**src/rtl/mem_access_ctrl.sv**
```systemverilog
// Data-memory access controller behind the MEM stage. It turns a single-cycle
// load/store request into a req/ack bus transaction and stalls the pipeline until the access completes.
module mem_access_ctrl #(
    parameter int unsigned TIMEOUT   = 255,
    parameter logic [31:0] ERR_RDATA = 32'h0000_0000
) (
    input  logic        clk,
    input  logic        rst_n,
    input  logic        mem_ren,
    input  logic        mem_wen,
    input  logic [31:0] mem_addr,
    input  logic [31:0] mem_dout,
    output logic [31:0] mem_din,
    output logic        mem_stall,
    output logic        mem_err,
    output logic        bus_req,
    output logic        bus_we,
    output logic [31:0] bus_addr,
    output logic [31:0] bus_wdata,
    input  logic        bus_ack,
    input  logic [31:0] bus_rdata
);

    typedef enum logic [1:0] {
        IDLE = 2'd0,
        BUSY = 2'd1,
        DONE = 2'd2
    } state_e;

    localparam logic [7:0] CNT_LAST = 8'(TIMEOUT - 1);

    state_e      state_q, state_d;
    logic        bus_req_q, bus_req_d;
    logic        bus_we_q, bus_we_d;
    logic [31:0] bus_addr_q, bus_addr_d;
    logic [31:0] bus_wdata_q, bus_wdata_d;
    logic [31:0] rdata_q, rdata_d;
    logic        err_q, err_d;
    logic [7:0]  cnt_q, cnt_d;

    logic req;
    logic aligned;

    assign req     = mem_ren | mem_wen;
    assign aligned = (mem_addr[1:0] == 2'b00);

    always_comb begin
        // NOTE: every next-state signal defaults to its current value first, so
        // no branch below can leave one unassigned and infer a latch.
        state_d     = state_q;
        bus_req_d   = bus_req_q;
        bus_we_d    = bus_we_q;
        bus_addr_d  = bus_addr_q;
        bus_wdata_d = bus_wdata_q;
        rdata_d     = rdata_q;
        err_d       = err_q;
        cnt_d       = cnt_q;

        case (state_q)
            IDLE: begin
                if (req) begin
                    if (aligned) begin
                        state_d     = BUSY;
                        bus_req_d   = 1'b1;
                        bus_we_d    = mem_wen;
                        bus_addr_d  = mem_addr;
                        bus_wdata_d = mem_dout;
                        cnt_d       = 8'd0;
                    end else begin
                        state_d = DONE;
                        err_d   = 1'b1;
                        rdata_d = ERR_RDATA;
                    end
                end
            end
            BUSY: begin
                // An ack arriving in the last allowed cycle still completes the access.
                if (bus_ack) begin
                    if (!bus_we_q) begin
                        rdata_d = bus_rdata;
                    end
                    err_d     = 1'b0;
                    bus_req_d = 1'b0;
                    state_d   = DONE;
                end else if (cnt_q == CNT_LAST) begin
                    bus_req_d = 1'b0;
                    err_d     = 1'b1;
                    rdata_d   = ERR_RDATA;
                    state_d   = DONE;
                end else begin
                    cnt_d = cnt_q + 8'd1;
                end
            end
            DONE: begin
                state_d = IDLE;
                err_d   = 1'b0;
            end
            default: begin
                state_d = IDLE;
            end
        endcase
    end

    // NOTE: state is updated with non-blocking assignments only, so every flop
    // samples the values computed for this cycle regardless of statement order.
    always_ff @(posedge clk or negedge rst_n) begin
        if (!rst_n) begin
            state_q     <= IDLE;
            bus_req_q   <= 1'b0;
            bus_we_q    <= 1'b0;
            bus_addr_q  <= 32'd0;
            bus_wdata_q <= 32'd0;
            rdata_q     <= 32'd0;
            err_q       <= 1'b0;
            cnt_q       <= 8'd0;
        end else begin
            state_q     <= state_d;
            bus_req_q   <= bus_req_d;
            bus_we_q    <= bus_we_d;
            bus_addr_q  <= bus_addr_d;
            bus_wdata_q <= bus_wdata_d;
            rdata_q     <= rdata_d;
            err_q       <= err_d;
            cnt_q       <= cnt_d;
        end
    end

    // Stall is gated by rst_n so the hold drops at once even if the MEM stage keeps requesting.
    assign mem_stall = rst_n & (((state_q == IDLE) & req) | (state_q == BUSY));
    assign mem_din   = rdata_q;
    assign mem_err   = err_q;
    assign bus_req   = bus_req_q;
    assign bus_we    = bus_we_q;
    assign bus_addr  = bus_addr_q;
    assign bus_wdata = bus_wdata_q;

endmodule
```
**config.mk**
```make
export PLATFORM = sky130hd
export DESIGN_NAME = mem_access_ctrl
export DESIGN_NICKNAME = d
export VERILOG_FILES = /design/src/rtl/mem_access_ctrl.sv
export SDC_FILE = /design/constraint.sdc
export NUM_CORES = 1
export LEC_CHECK = 0
export ABC_AREA = 1
export CAP_MARGIN = 10
export CORE_ASPECT_RATIO = 1.5
export CORE_MARGIN = 8
export CORE_UTILIZATION = 65
export DETAILED_ROUTE_END_ITERATION = 10
export DONT_BUFFER_PORTS = 1
export GPL_ROUTABILITY_DRIVEN = 0
export PLACE_DENSITY = 0.93
export SLEW_MARGIN = 20
export SYNTH_ARGS = -nofsm -noshare
export SYNTH_HDL_FRONTEND = slang
export SYNTH_SLANG_ARGS = --single-unit
```
**constraint.sdc**
```tcl
create_clock -name clk -period 4.51 [get_ports clk]
set_clock_uncertainty 0.05 [all_clocks]
set_input_delay 0.451 -clock clk [delete_from_list [all_inputs] [get_ports clk]]
set_output_delay 0.451 -clock clk [all_outputs]
set_load 0.05 [all_outputs]
```
==> flow_metrics.py <==
metrics = {
    "worst_setup_path": {
        "crit_path_max_fanout": 70,
        "critical_path_class": "register to register",
        "critical_path.startpoint": "state_q[0]",
        "r2r-start": "state_q[0]",
        "slowest_delay_ns": 0.70,
        "required_ns": 4.71,
        "crit_path_frequent_cell": "nand2_1",
        "cp.arrival_ns": 3.00,
        "startpoint_type": "register",
        "cpMaxStageDelayCell": "nand2_1",
        "end_kind": "register",
        "crit_chain": "nand2_4 -> o21ai_1 -> nor2_2 -> buf_4 -> nand2_1 -> nand2_1 -> nand2_1",
    },
    "sta": {
        "relSlewSlack_pct": 31.1,
        "post-route-min-period_ns": 2.80,
        "finalSetupViolCount": 0,
        "drv_slew": 0,
        "finalSetupTns_ns": 0,
        "fmax_ghz": 0.357,
        "timing.final.crit_share_pct": 62.2,
        "grt_setup_unrepaired": "no",
        "hold_viol_final": 0,
        "tightest_slew_ns": 1.03,
        "setup_slack_ns": 1.71,
    },
    "synth": {
        "synthMuxAreaShare_pct": 0,
        "ys_warn_count": 0,
        "syn_area_per_cell_sq_um": 8.16,
        "yosys.area_share.adder_pct": 0.527,
        "syn_area_sq_um": 4750,
        "synth_nets": 685,
        "ys_seq_area_share_pct": 57.4,
        "synth_cell_type_count": 21,
        "yosys.area_share.simple_pct": 35.1,
        "synth-compound-area-share_pct": 1.16,
        "synth-xor-area-share_pct": 0.922,
        "synth-seq-cells": 109,
        "syn_inst": 582,
        "synth_top_family_by_area": "simple AND/OR/NAND/NOR gates",
    },
    "routing": {
        "vias": 3824,
        "drtAntennaViolNets": 0,
        "wl_per_cell_microns": 18.3,
        "finalWirelength_microns": 12200,
        "vias_per_cell": 5.73,
        "drt_iter0_markers": 240,
        "drc": 0,
        "first_pass_iters": 5,
    },
    "die": {
        "io_pins": 201,
        "dieWidth_microns": 85.8,
        "dieHeight_microns": 121,
        "initial_core_util_pct": 66.2,
        "core_sq_um": 7180,
        "rows": 38,
        "die_area_sq_um": 10400,
    },
    "layout": {
        "drive_above_1_share_pct": 4.94,
        "area_growth_pct": 4.77,
        "final_cell_mix": "254 x nand2_1, 109 x dfrtp_1, 103 x nand3_1, 42 x nor2_1, 11 x inv_1",
        "mostFrequentLayoutCell": "nand2_1",
        "post-route-util_pct": 69.3,
        "antennaDiodeCount": 0,
        "final_nets": 665,
    },
    "power_and_ir_drop": {
        "switching_power_w": 0.00240,
        "seq_power_share_pct": 64.0,
        "power_leakage_nw": 2.67,
        "p_clk_share_pct": 14.3,
        "switching_share_pct": 56.9,
        "pwr_density_cell_nw_per_um2": 849,
        "p_int_w": 0.00182,
        "vdd.ir_drop.worst_v": 0.000513,
        "p_comb_share_pct": 21.6,
    },
    "clock_network": {
        "cts_tree": "yes",
        "clockRootBuffer": "clkbuf_8",
        "path_clk_slew_ns": 0.10,
        "clock_latency_ns": 0.36,
        "cts.path.max_buffers": 2,
        "cts_sinks": 109,
        "h-tree-depth": 3,
        "cts_resized": 0,
        "cts_inserted_buffers": 9,
    },
    "global_routing": {
        "grt_pass1_wl_microns": 18800,
        "grt_pass1_vias": 3587,
        "grt-ovfl-total": 0,
        "grt_max_degree": 110,
        "grt_use_total_pct": 23.1,
        "antenna_found_initial": 0,
    },
    "placed_design": {
        "preCtsSetupSlack_ns": 1.72,
        "numPortBuffers": 0,
        "hpwl_microns": 8660,
    },
    "worst_hold_path": {
        "min-delay-start": "mem_wen",
        "min_path_type": "primary input to register",
    },
    "flow_run": {
        "maxCapViolCount": 0,
    },
    "outcome": {
        "outcome": "complete, no violations",
    },
}
## critical path: cells and delay by family (launching register included)
kind | cells | cell delay (ns)
simple gates | 5 | 1.71
buf+inv | 1 | 0.32
compound gates | 1 | 0.16
flops | 1 | 0.45
## power by group through the flow
stage / Combinational, W / Sequential [W] / Clock, W
2_1_floorplan: 0.000765 / 0.00262 / 0
3_3_place_gp: 0.000834 / 0.00272 / 0
3_5_place_dp: 0.000897 / 0.00273 / 0
4_1_cts: 0.000921 / 0.00271 / 0.000614
5_1_grt: 0.00105 / 0.00274 / 0.000653
6_report: 0.000915 / 0.00271 / 0.000605
## stage by stage
step                total power (W)  std cells  hold slack, ns  area, sq um
finish                      0.00422        667           0.166         4980
global route                0.00445        667           0.151         4980
CTS                         0.00425        667           0.151         4970
detailed placement          0.00363        649           0.109         4730
global placement            0.00355        649           0.108         4730
floorplan                   0.00339        582           0.105         4750
## path summary, 6_finish.rpt
kind | end | slack (ns) | cells after the start
max | mem_din[4] | 1.71 | 7
max in group asynchronous | cnt_q[1] | 3.35 | 2
min reg2reg | cnt_q[7] | 0.51 | 2
min | bus_we | 0.17 | 2
max reg2reg | mem_din[4] | 1.71 | 7
min in group asynchronous | bus_wdata[18] | 0.68 | 2
## sequential cells by signal, indices dropped and copies added, names as in the netlist
signal and count:
mem_err 1, bus_we 1, state_q 2, cnt_q 8
bus_wdata 32, bus_req 1, bus_addr 32, mem_din 32
## layout make-up
class | count | area (sq um)
Clock buffer | 10 | 138
Clock inverter | 6 | 68.8
Fill cell | 558 | 2200
Inverter | 13 | 48.8
Multi-Input combinational cell | 423 | 1800
Sequential cell | 109 | 2730
Tap cell | 100 | 125
Timing Repair Buffer | 6 | 67.6
## cells by family after synthesis
| logic type | count (synthesis) |
|---|---|
| compound gates | 11 |
| xor+xnor | 5 |
| fa+ha+maj | 2 |
| buf+inv | 50 |
| flops | 109 |
| simple gates | 405 |
## metal layers
| metal | vias up | global-route usage, % | share of wire, % |
|---|---|---|---|
| li1 | 1783 | - | - |
| met1 | 1828 | 26.8 | 36 |
| met2 | 196 | 38.6 | 51 |
| met3 | 17 | 7.20 | 11 |
| met4 | 0 | 9.14 | 1.8 |
| met5 | - | 0 | 0 |
## repair_timing
action / in CTS / in global routing
hold endpoints to repair: 109 / 0
buffers inserted: 0 / 0
hold buffers: 2 / 0
## cell usage after synthesis
cell / count / area [sq um]
nor2_1: 42 / 158
buf_1: 5 / 18.8
nor2_4: 1 / 11.3
nor2_2: 1 / 6.26
ha_1: 2 / 25.0
buf_4: 2 / 15.0
dfrtp_1: 109 / 2730
buf_2: 13 / 65.1
buf_6: 3 / 33.8
nand3_1: 103 / 515
xnor2_1: 3 / 26.3
o21ai_0: 7 / 35.0
a21oi_1: 1 / 5.00
inv_2: 2 / 7.51
nand2_2: 2 / 12.5
o21ai_1: 3 / 15.0
inv_1: 11 / 41.3
clkbuf_1: 14 / 52.6
nand2_1: 255 / 957
nor3_1: 1 / 5.00
xor2_1: 2 / 17.5
Note: power is estimated with default switching activity, not from simulation.
